--- src/rtl/video_hv_counter_if.sv ---
// Beam-counter bus: pixel enable and flip request in, counters and timing flags out.
interface video_hv_counter_if #(
    parameter int CW = 9
) ();
    logic          CE;
    logic          FLIP;
    logic [CW-1:0] H;
    logic [CW-1:0] V;
    logic          HSYNC;
    logic          VSYNC;
    logic          HBLANK;
    logic          VBLANK;
    logic          LINE_END;
    logic          FRAME_END;
    logic          FLIP_Q;

    // Timing generator side
    modport master (
        input  CE, FLIP,
        output H, V, HSYNC, VSYNC, HBLANK, VBLANK, LINE_END, FRAME_END, FLIP_Q
    );

    // Display-chain side
    modport slave (
        output CE, FLIP,
        input  H, V, HSYNC, VSYNC, HBLANK, VBLANK, LINE_END, FRAME_END, FLIP_Q
    );
endinterface

--- src/rtl/video_hv_counter.sv ---
// Video timing generator: H/V beam counters with registered sync, blank,
// line/frame-end flags and a frame-aligned flip-screen control.
module video_hv_counter #(
    parameter int CW       = 9,
    parameter int H_TOTAL  = 384,
    parameter int H_ACTIVE = 256,
    parameter int HS_START = 288,
    parameter int HS_END   = 320,
    parameter int V_TOTAL  = 264,
    parameter int V_ACTIVE = 240,
    parameter int VS_START = 244,
    parameter int VS_END   = 248
) (
    input  logic                CLK,
    input  logic                RST,
    video_hv_counter_if.master  bus
);

    localparam logic [CW-1:0] H_LAST = CW'(H_TOTAL - 1);
    localparam logic [CW-1:0] V_LAST = CW'(V_TOTAL - 1);

    // Timing windows must be ordered and fit in the counter width.
    generate
        if (!(H_ACTIVE < HS_START && HS_START < HS_END && HS_END <= H_TOTAL &&
              H_TOTAL <= (1 << CW))) begin : g_bad_h
            $error("video_hv_counter: illegal horizontal timing parameters");
        end
        if (!(V_ACTIVE < VS_START && VS_START < VS_END && VS_END <= V_TOTAL &&
              V_TOTAL <= (1 << CW))) begin : g_bad_v
            $error("video_hv_counter: illegal vertical timing parameters");
        end
    endgenerate

    // Zero-extended compare so an upper bound of 2^CW still works.
    function automatic logic in_span(input logic [CW-1:0] c, input int lo, input int hi);
        int ci;
        ci = int'({1'b0, c});
        return (ci >= lo) && (ci < hi);
    endfunction

    logic [CW-1:0] h_q, h_d;
    logic [CW-1:0] v_q, v_d;
    logic          hs_q, hs_d;
    logic          vs_q, vs_d;
    logic          hb_q, hb_d;
    logic          vb_q, vb_d;
    logic          le_q, le_d;
    logic          fe_q, fe_d;
    logic          flip_q, flip_d;

    // Next count, flip capture at the frame wrap, and flags decoded from the
    // next count so they land on the same edge as H/V.
    always_comb begin
        h_d    = h_q;
        v_d    = v_q;
        flip_d = flip_q;
        if (bus.CE) begin
            if (h_q == H_LAST) begin
                h_d = '0;
                if (v_q == V_LAST) begin
                    v_d    = '0;
                    flip_d = bus.FLIP;
                end else begin
                    v_d = v_q + 1'b1;
                end
            end else begin
                h_d = h_q + 1'b1;
            end
        end
        hs_d = in_span(h_d, HS_START, HS_END);
        vs_d = in_span(v_d, VS_START, VS_END);
        hb_d = in_span(h_d, H_ACTIVE, H_TOTAL);
        vb_d = in_span(v_d, V_ACTIVE, V_TOTAL);
        le_d = (h_d == H_LAST);
        fe_d = (h_d == H_LAST) && (v_d == V_LAST);
    end

    // State and flag registers; with CE=0 the next state equals the current one.
    always_ff @(posedge CLK or posedge RST) begin
        if (RST) begin
            h_q    <= '0;
            v_q    <= '0;
            hs_q   <= 1'b0;
            vs_q   <= 1'b0;
            hb_q   <= 1'b0;
            vb_q   <= 1'b0;
            le_q   <= 1'b0;
            fe_q   <= 1'b0;
            flip_q <= 1'b0;
        end else begin
            h_q    <= h_d;
            v_q    <= v_d;
            hs_q   <= hs_d;
            vs_q   <= vs_d;
            hb_q   <= hb_d;
            vb_q   <= vb_d;
            le_q   <= le_d;
            fe_q   <= fe_d;
            flip_q <= flip_d;
        end
    end

    assign bus.H         = h_q;
    assign bus.V         = v_q;
    assign bus.HSYNC     = hs_q;
    assign bus.VSYNC     = vs_q;
    assign bus.HBLANK    = hb_q;
    assign bus.VBLANK    = vb_q;
    assign bus.LINE_END  = le_q;
    assign bus.FRAME_END = fe_q;
    assign bus.FLIP_Q    = flip_q;

endmodule

--- src/flat_wrapper.sv ---
// flat-port wrapper written by rule: the top's interface ports become plain ports
module video_hv_counter_flat 
#(
    parameter int CW       = 9,
    parameter int H_TOTAL  = 384,
    parameter int H_ACTIVE = 256,
    parameter int HS_START = 288,
    parameter int HS_END   = 320,
    parameter int V_TOTAL  = 264,
    parameter int V_ACTIVE = 240,
    parameter int VS_START = 244,
    parameter int VS_END   = 248
)
  (CLK, RST, bus_CE, bus_FLIP, bus_H, bus_V, bus_HSYNC, bus_VSYNC, bus_HBLANK, bus_VBLANK, bus_LINE_END, bus_FRAME_END, bus_FLIP_Q);
  video_hv_counter_if #(.CW(CW)) bus_i ();
  input  logic CLK;
  input  logic RST;
  input wire logic [$bits(bus_i.CE)-1:0] bus_CE;
  input wire logic [$bits(bus_i.FLIP)-1:0] bus_FLIP;
  output wire logic [$bits(bus_i.H)-1:0] bus_H;
  output wire logic [$bits(bus_i.V)-1:0] bus_V;
  output wire logic [$bits(bus_i.HSYNC)-1:0] bus_HSYNC;
  output wire logic [$bits(bus_i.VSYNC)-1:0] bus_VSYNC;
  output wire logic [$bits(bus_i.HBLANK)-1:0] bus_HBLANK;
  output wire logic [$bits(bus_i.VBLANK)-1:0] bus_VBLANK;
  output wire logic [$bits(bus_i.LINE_END)-1:0] bus_LINE_END;
  output wire logic [$bits(bus_i.FRAME_END)-1:0] bus_FRAME_END;
  output wire logic [$bits(bus_i.FLIP_Q)-1:0] bus_FLIP_Q;
  assign bus_i.CE = bus_CE;
  assign bus_i.FLIP = bus_FLIP;
  assign bus_H = bus_i.H;
  assign bus_V = bus_i.V;
  assign bus_HSYNC = bus_i.HSYNC;
  assign bus_VSYNC = bus_i.VSYNC;
  assign bus_HBLANK = bus_i.HBLANK;
  assign bus_VBLANK = bus_i.VBLANK;
  assign bus_LINE_END = bus_i.LINE_END;
  assign bus_FRAME_END = bus_i.FRAME_END;
  assign bus_FLIP_Q = bus_i.FLIP_Q;
  video_hv_counter #(.CW(CW), .H_TOTAL(H_TOTAL), .H_ACTIVE(H_ACTIVE), .HS_START(HS_START), .HS_END(HS_END), .V_TOTAL(V_TOTAL), .V_ACTIVE(V_ACTIVE), .VS_START(VS_START), .VS_END(VS_END)) u_core (.CLK(CLK), .RST(RST), .bus(bus_i));
endmodule
--- config.mk ---
export PLATFORM = sky130hd
export DESIGN_NAME = video_hv_counter_flat
export DESIGN_NICKNAME = d
export VERILOG_FILES = /design/src/rtl/video_hv_counter_if.sv /design/src/rtl/video_hv_counter.sv /design/src/flat_wrapper.sv
export SDC_FILE = /design/constraint.sdc
export NUM_CORES = 1
export LEC_CHECK = 0
export BUFFER_PORTS_ARGS = -buffer_cell sky130_fd_sc_hd__buf_2
export CAP_MARGIN = 5
export CORE_MARGIN = 8
export CORE_UTILIZATION = 52
export CTS_CLUSTER_DIAMETER = 60
export DETAILED_ROUTE_END_ITERATION = 8
export HOLD_SLACK_MARGIN = 0.03
export PLACE_DENSITY = 0.82
export SETUP_SLACK_MARGIN = 0.1
export SLEW_MARGIN = 20
export SYNTH_ARGS = -nofsm -noshare
export SYNTH_HDL_FRONTEND = slang
export SYNTH_SLANG_ARGS = --single-unit
--- constraint.sdc ---
create_clock -name CLK -period 2.7 [get_ports CLK]
set_clock_uncertainty 0.15 [all_clocks]
set_input_delay 0 -clock CLK [delete_from_list [all_inputs] [get_ports CLK]]
set_output_delay 0 -clock CLK [all_outputs]
set_load 0.05 [all_outputs]
# ---- Word level (Yosys, flattened, before mapping)
# Cells that the tools add are included.
dict set report word_totals {
  register_bits 25
  latchBits 0
  mem_bits_rw 0
  rom_bits 0
  in_bits 4
  out_inout_bits 25
  word_cells 34
  n_memories 0
}
dict set report classes {
  add_sub_neg 2
  n_mul 0
  div 0
  magnitude_cmp 8
  eq_ne 4
  n_shift 0
  mux 5
  bitwise_logic 0
  n_reduce_logical 6
}
# operator n
set op_table {}
lappend op_table {{$mux W9} 5}
lappend op_table {{$eq A9 B9 Y1 const B} 4}
lappend op_table {{$lt A9 B9 Y1 const B} 3}
lappend op_table {{$add A9 B1 Y9 const B} 2}
lappend op_table {{$ge A9 B8 Y1 const B} 2}
lappend op_table {{$ge A9 B9 Y1 const B} 2}
lappend op_table {{$lt A9 B8 Y1 const B} 1}
lappend op_table {{$logic_and A1 B1 Y1} 5}
lappend op_table {{$reduce_and A3 Y1} 1}

# ---- Depth between registers and ports, before layout
dict set report logic_depth {
  depth_word 6
  mapped_depth 7
}

# ---- Least setup slack after synthesis
# Ideal clock, no wire load.
dict set report synth_timing {
  path_kind {reg2reg}
  from {register u_core.h_q[1] (netlist: u_core.bus.H[1])}
  to {register u_core.fe_q (netlist: u_core.bus.FRAME_END)}
  setup_time_ps 67
  arrival_time_ps 2390
  required_time_ps 2483
  path_slack_ps 93
  path_stages_with_launch 8
  synth_period_minus_slack_ps 2607
  path_cell_list {dfrtp_1 -> ha_1 -> nand2_1 -> or3_4 -> or3_1 -> o21a_2 -> nor4b_2 -> and3_1}
}
dict set report synth_between {
  elab_chain_len 5
}
# item line_no
set synth_lines {}
lappend synth_lines {{start, declared} video_hv_counter.sv:41} ;# logic [CW-1:0] h_q, h_d;
lappend synth_lines {{start signal, assigned} video_hv_counter.sv:81} ;# h_q <= '0;
lappend synth_lines {{start signal, assigned} video_hv_counter.sv:91} ;# h_q <= h_d;
lappend synth_lines {{$add A9 B1 Y9 or $eq A9 B9 Y1 (tied branches)} {video_hv_counter.sv:67, video_hv_counter.sv:58}}
lappend synth_lines {{$mux W9} video_hv_counter.sv:58} ;# if (h_q == H_LAST) begin
lappend synth_lines {{$mux W9} video_hv_counter.sv:57} ;# if (bus.CE) begin
lappend synth_lines {{$eq A9 B9 Y1} video_hv_counter.sv:75} ;# fe_d = (h_d == H_LAST) && (v_d == V_LAST);
lappend synth_lines {{$logic_and A1 B1 Y1 (*)} video_hv_counter.sv:75}
lappend synth_lines {{net u_core.fe_d} video_hv_counter.sv:48} ;# logic fe_q, fe_d;
lappend synth_lines {{end signal, assigned} video_hv_counter.sv:88} ;# fe_q <= 1'b0;
lappend synth_lines {{end signal, assigned} video_hv_counter.sv:98} ;# fe_q <= fe_d;
lappend synth_lines {{end, declared} video_hv_counter.sv:48}
# The timed path passes the listed nets; every way through them passes the cells marked *.
# A chain may end at the register's enable or synchronous reset.

# ---- Worst setup path after layout
dict set report layout_timing {
  from {register u_core.h_q[0] (netlist: u_core.bus.H[0])}
  to {register u_core.fe_q (netlist: u_core.bus.FRAME_END)}
}
# The elaborated chain is that of the path after synthesis.

==> impl_results.md <==
- Synth Instances: 127
- Routed WL: 2830 µm
- Post-Syn Area: 1280 µm²
- Sequential share of power: 48.3%
- First-pass GRT wire length: 4780 µm
- DR DRC count: 0
- Io pins: 29
- Sequential share of the synthesized area: 48.8%
- Sw Pwr: 0.000437 W
- Hold Crit Class: in2async
- Commonest non-fill, non-tap cell in the layout: buf_2
- Site row count: 18
- Worst Path Required: 2.82 ns
- Rel. slew slack: 41.1%
- Share of the synthesized area in the top cell type: 48.8%
- Fmax: 418 MHz
- Post-synthesis xor/xnor area fraction: 6.84%
- Antenna Cells: 0
- Final HPWL DP: 2210 µm
- Global route overflow: 0
- Fraction of synthesized area in multiplexers: 0.879%
- Post-synth EDFFs: 0
- IO Port Bufs: 28
- Chip Height: 65.6 µm
- H-Tree Depth: 1
- Leak Pwr: 0.712 nW
- Largest family of logic cells by synthesized area: simple AND/OR/NAND/NOR gates
- Fin nets: 169
- Final period utilization: 88.6%
- Switching share of power: 43.4%
- Mean Syn Cell Area: 10.1 µm²
- Arr. time, crit path: 2.51 ns
- Die ar.: 4310 µm²
- Logic pwr share: 35.4%
- Initial antenna violation count: 0
- Clk Tree Root Cell: clkbuf_4
- Core Box Area: 2410 µm²
- Via-to-Cell Ratio: 5.86
- Vias: 1125
- Post-Synth Simple-Gate Area: 26.0%
- Fraction of the mapped netlist area in compound gates: 12.5%
- Warnings, synthesis: 0
- Status: completed
- Slew Limit Fails: 0
- CTS tree: built
- Worst slew pin tran: 0.883 ns
- Async S/R FF share, synth: 100%
- Die X: 65.6 µm
- Initial Utilization: 53.2%
- Largest net degree at the start of global routing: 26
- Reg clk slew, reported paths: 0.13 ns
- Clk pwr share: 16.3%
- Post-synth cell types: 38
- Nature of the critical path startpoint: register
- Fraction of layout cells with a size suffix above 1: 28.4%
- RSZ-0062 raised after global routing: false
- Kind of critical path: reg2reg
- Crit-path cells: ha_1 > nand3_1 > a21oi_1 > or3b_2 > a21bo_2 > nor4b_2 > and3_1
- PwrDens: 661 nW/µm²
- Routability cong.: 0.869
- Peak supply drop: 0.450 mV
- Clk buf depth: 2
- CP Max Fanout: 6
- Pre-Repair DR Iteration Count: 4
- Slowest stage delay, CP: 0.46 ns
- TritonCTS buffer count: 3
- Final hold viol count: 0
- Clock sinks: 25
- Adder-cell share of the synthesized area: 1.95%
- Final setup viols: 0
- Cell taking the most area after synthesis: dfrtp_1
- Setup tns final: 0 ns
- Layout Cells excl Fill: 192
- Final min period: 2.39 ns
- Max-Cap Viols: 0
- Vias in the first global route: 1053
- Tot GR Track Use: 13.8%
- Slowest cell on crit path: or3b_2
- Synth Register Bits: 25
- Routed len/inst: 14.7 µm
- Antenna Nets Post-Route: 0
- Clk_lat worst skew: 0.32 ns
- DR iter-0 viols: 39
- Placed Instances: 185
- Main synth FF type: dfrtp_1
- Synth top area cells: dfrtp_1, xnor2_1, o21ai_0
- Int Power: 0.000570 W
- Area Overhead vs Synth: 18.9%
- Most frequent cells in the layout: buf_2, dfrtp_1, o21ai_0
- Syn Nets: 133
- Setup crit end kind: register
- Hold slack: 0.246 ns
critical path: cells and delay by family, from the launching register on:
kind                     cells  cell delay [ns]
AO/OA/AOI/OAI                2             0.34
adder cells (fa/ha/maj)      1             0.28
flip-flops                   1             0.45
AND/OR/NAND/NOR              4             1.13
cell type report:
type	count	area (µm²)
tap	30	37.5
multi-input combinational	92	619
clock inverter	1	5.00
sequential	25	628
timing repair buffer	32	178
clock buffer	3	22.5
fill	198	886
inverter	9	33.8
through the flow:
| step | total power [W] | cell area [µm²] | util, % | setup WS [ns] |
|---|---|---|---|---|
| global route | 0.00106 | 1520 | 63.2 | 0.178 |
| detailed placement | 0.000846 | 1460 | 60.7 | 0.316 |
| floorplan | 0.000757 | 1280 | - | 0.202 |
| CTS | 0.00101 | 1520 | 63.1 | 0.278 |
| finish | 0.00101 | 1520 | 63.2 | 0.309 |
| global placement | 0.000833 | 1460 | 60.7 | 0.402 |
synth_stat cells (all sizes together) (3+ instances only):
| master | count |
|---|---|
| nor2 | 8 |
| or3 | 3 |
| dfrtp | 25 |
| nor4 | 4 |
| o21ai | 12 |
| and3 | 3 |
| inv | 9 |
| nand4 | 5 |
| nand2 | 8 |
| nand3 | 11 |
| xnor2 | 8 |
timing repair:
action / in CTS / in global routing
setup buffers: 0 / 0
endpoints found under the hold margin: 30 / 0
hold buffers: 3 / 0
resized for setup: 0 / 1
endpoints found under the setup margin: 0 / 1
path summary, 6_finish.rpt:
kind / startpoint / endpoint / slack [ns] / depth (start not counted)
max in group asynchronous: RST / u_core.bus.H[0] / 1.55 / 3
max reg2reg: u_core.bus.H[0] / u_core.bus.FRAME_END / 0.31 / 7
min reg2reg: u_core.bus.FLIP_Q / u_core.bus.FLIP_Q / 0.37 / 1
min: RST / u_core.bus.V[5] / 0.25 / 3
max: u_core.bus.H[0] / u_core.bus.FRAME_END / 0.31 / 7
min in group CLK: bus_FLIP / u_core.bus.FLIP_Q / 0.29 / 3
cells by family (layout without fill, tap and decap cells):
logic type      count (synthesis)  in the layout
simple gates                   54             54
buf+inv                        10             45
flops                          25             25
mux                             1              1
xor+xnor                       10             10
compound gates                 25             25
fa+ha+maj                       2              2
per-layer routing:
metal	part of all wire [%]	wire length [µm]	GRT usage, %
met1	41	1170	17.0
met2	49	1380	22.7
met3	7.1	202	2.72
met4	2.6	74	6.54
met5	0	0	0
power groups by stage:
stage | combinational, W | clock (W) | sequential (W)
after CTS | 0.000357 | 0.000167 | 0.000485
after global routing | 0.000381 | 0.000183 | 0.000494
final | 0.000356 | 0.000165 | 0.000487
after floorplan | 0.000128 | 0 | 0.000629
after global placement | 0.000345 | 0 | 0.000488
after detailed placement | 0.000353 | 0 | 0.000493
flip-flops by register name (all words and copies together) (netlist names):
name                  cells
u_core.bus.HBLANK         1
u_core.bus.FLIP_Q         1
u_core.bus.VBLANK         1
u_core.bus.HSYNC          1
u_core.bus.LINE_END       1
u_core.bus.V              9
u_core.bus.FRAME_END      1
u_core.bus.VSYNC          1
u_core.bus.H              9
Power figures use the tool's default switching activity.
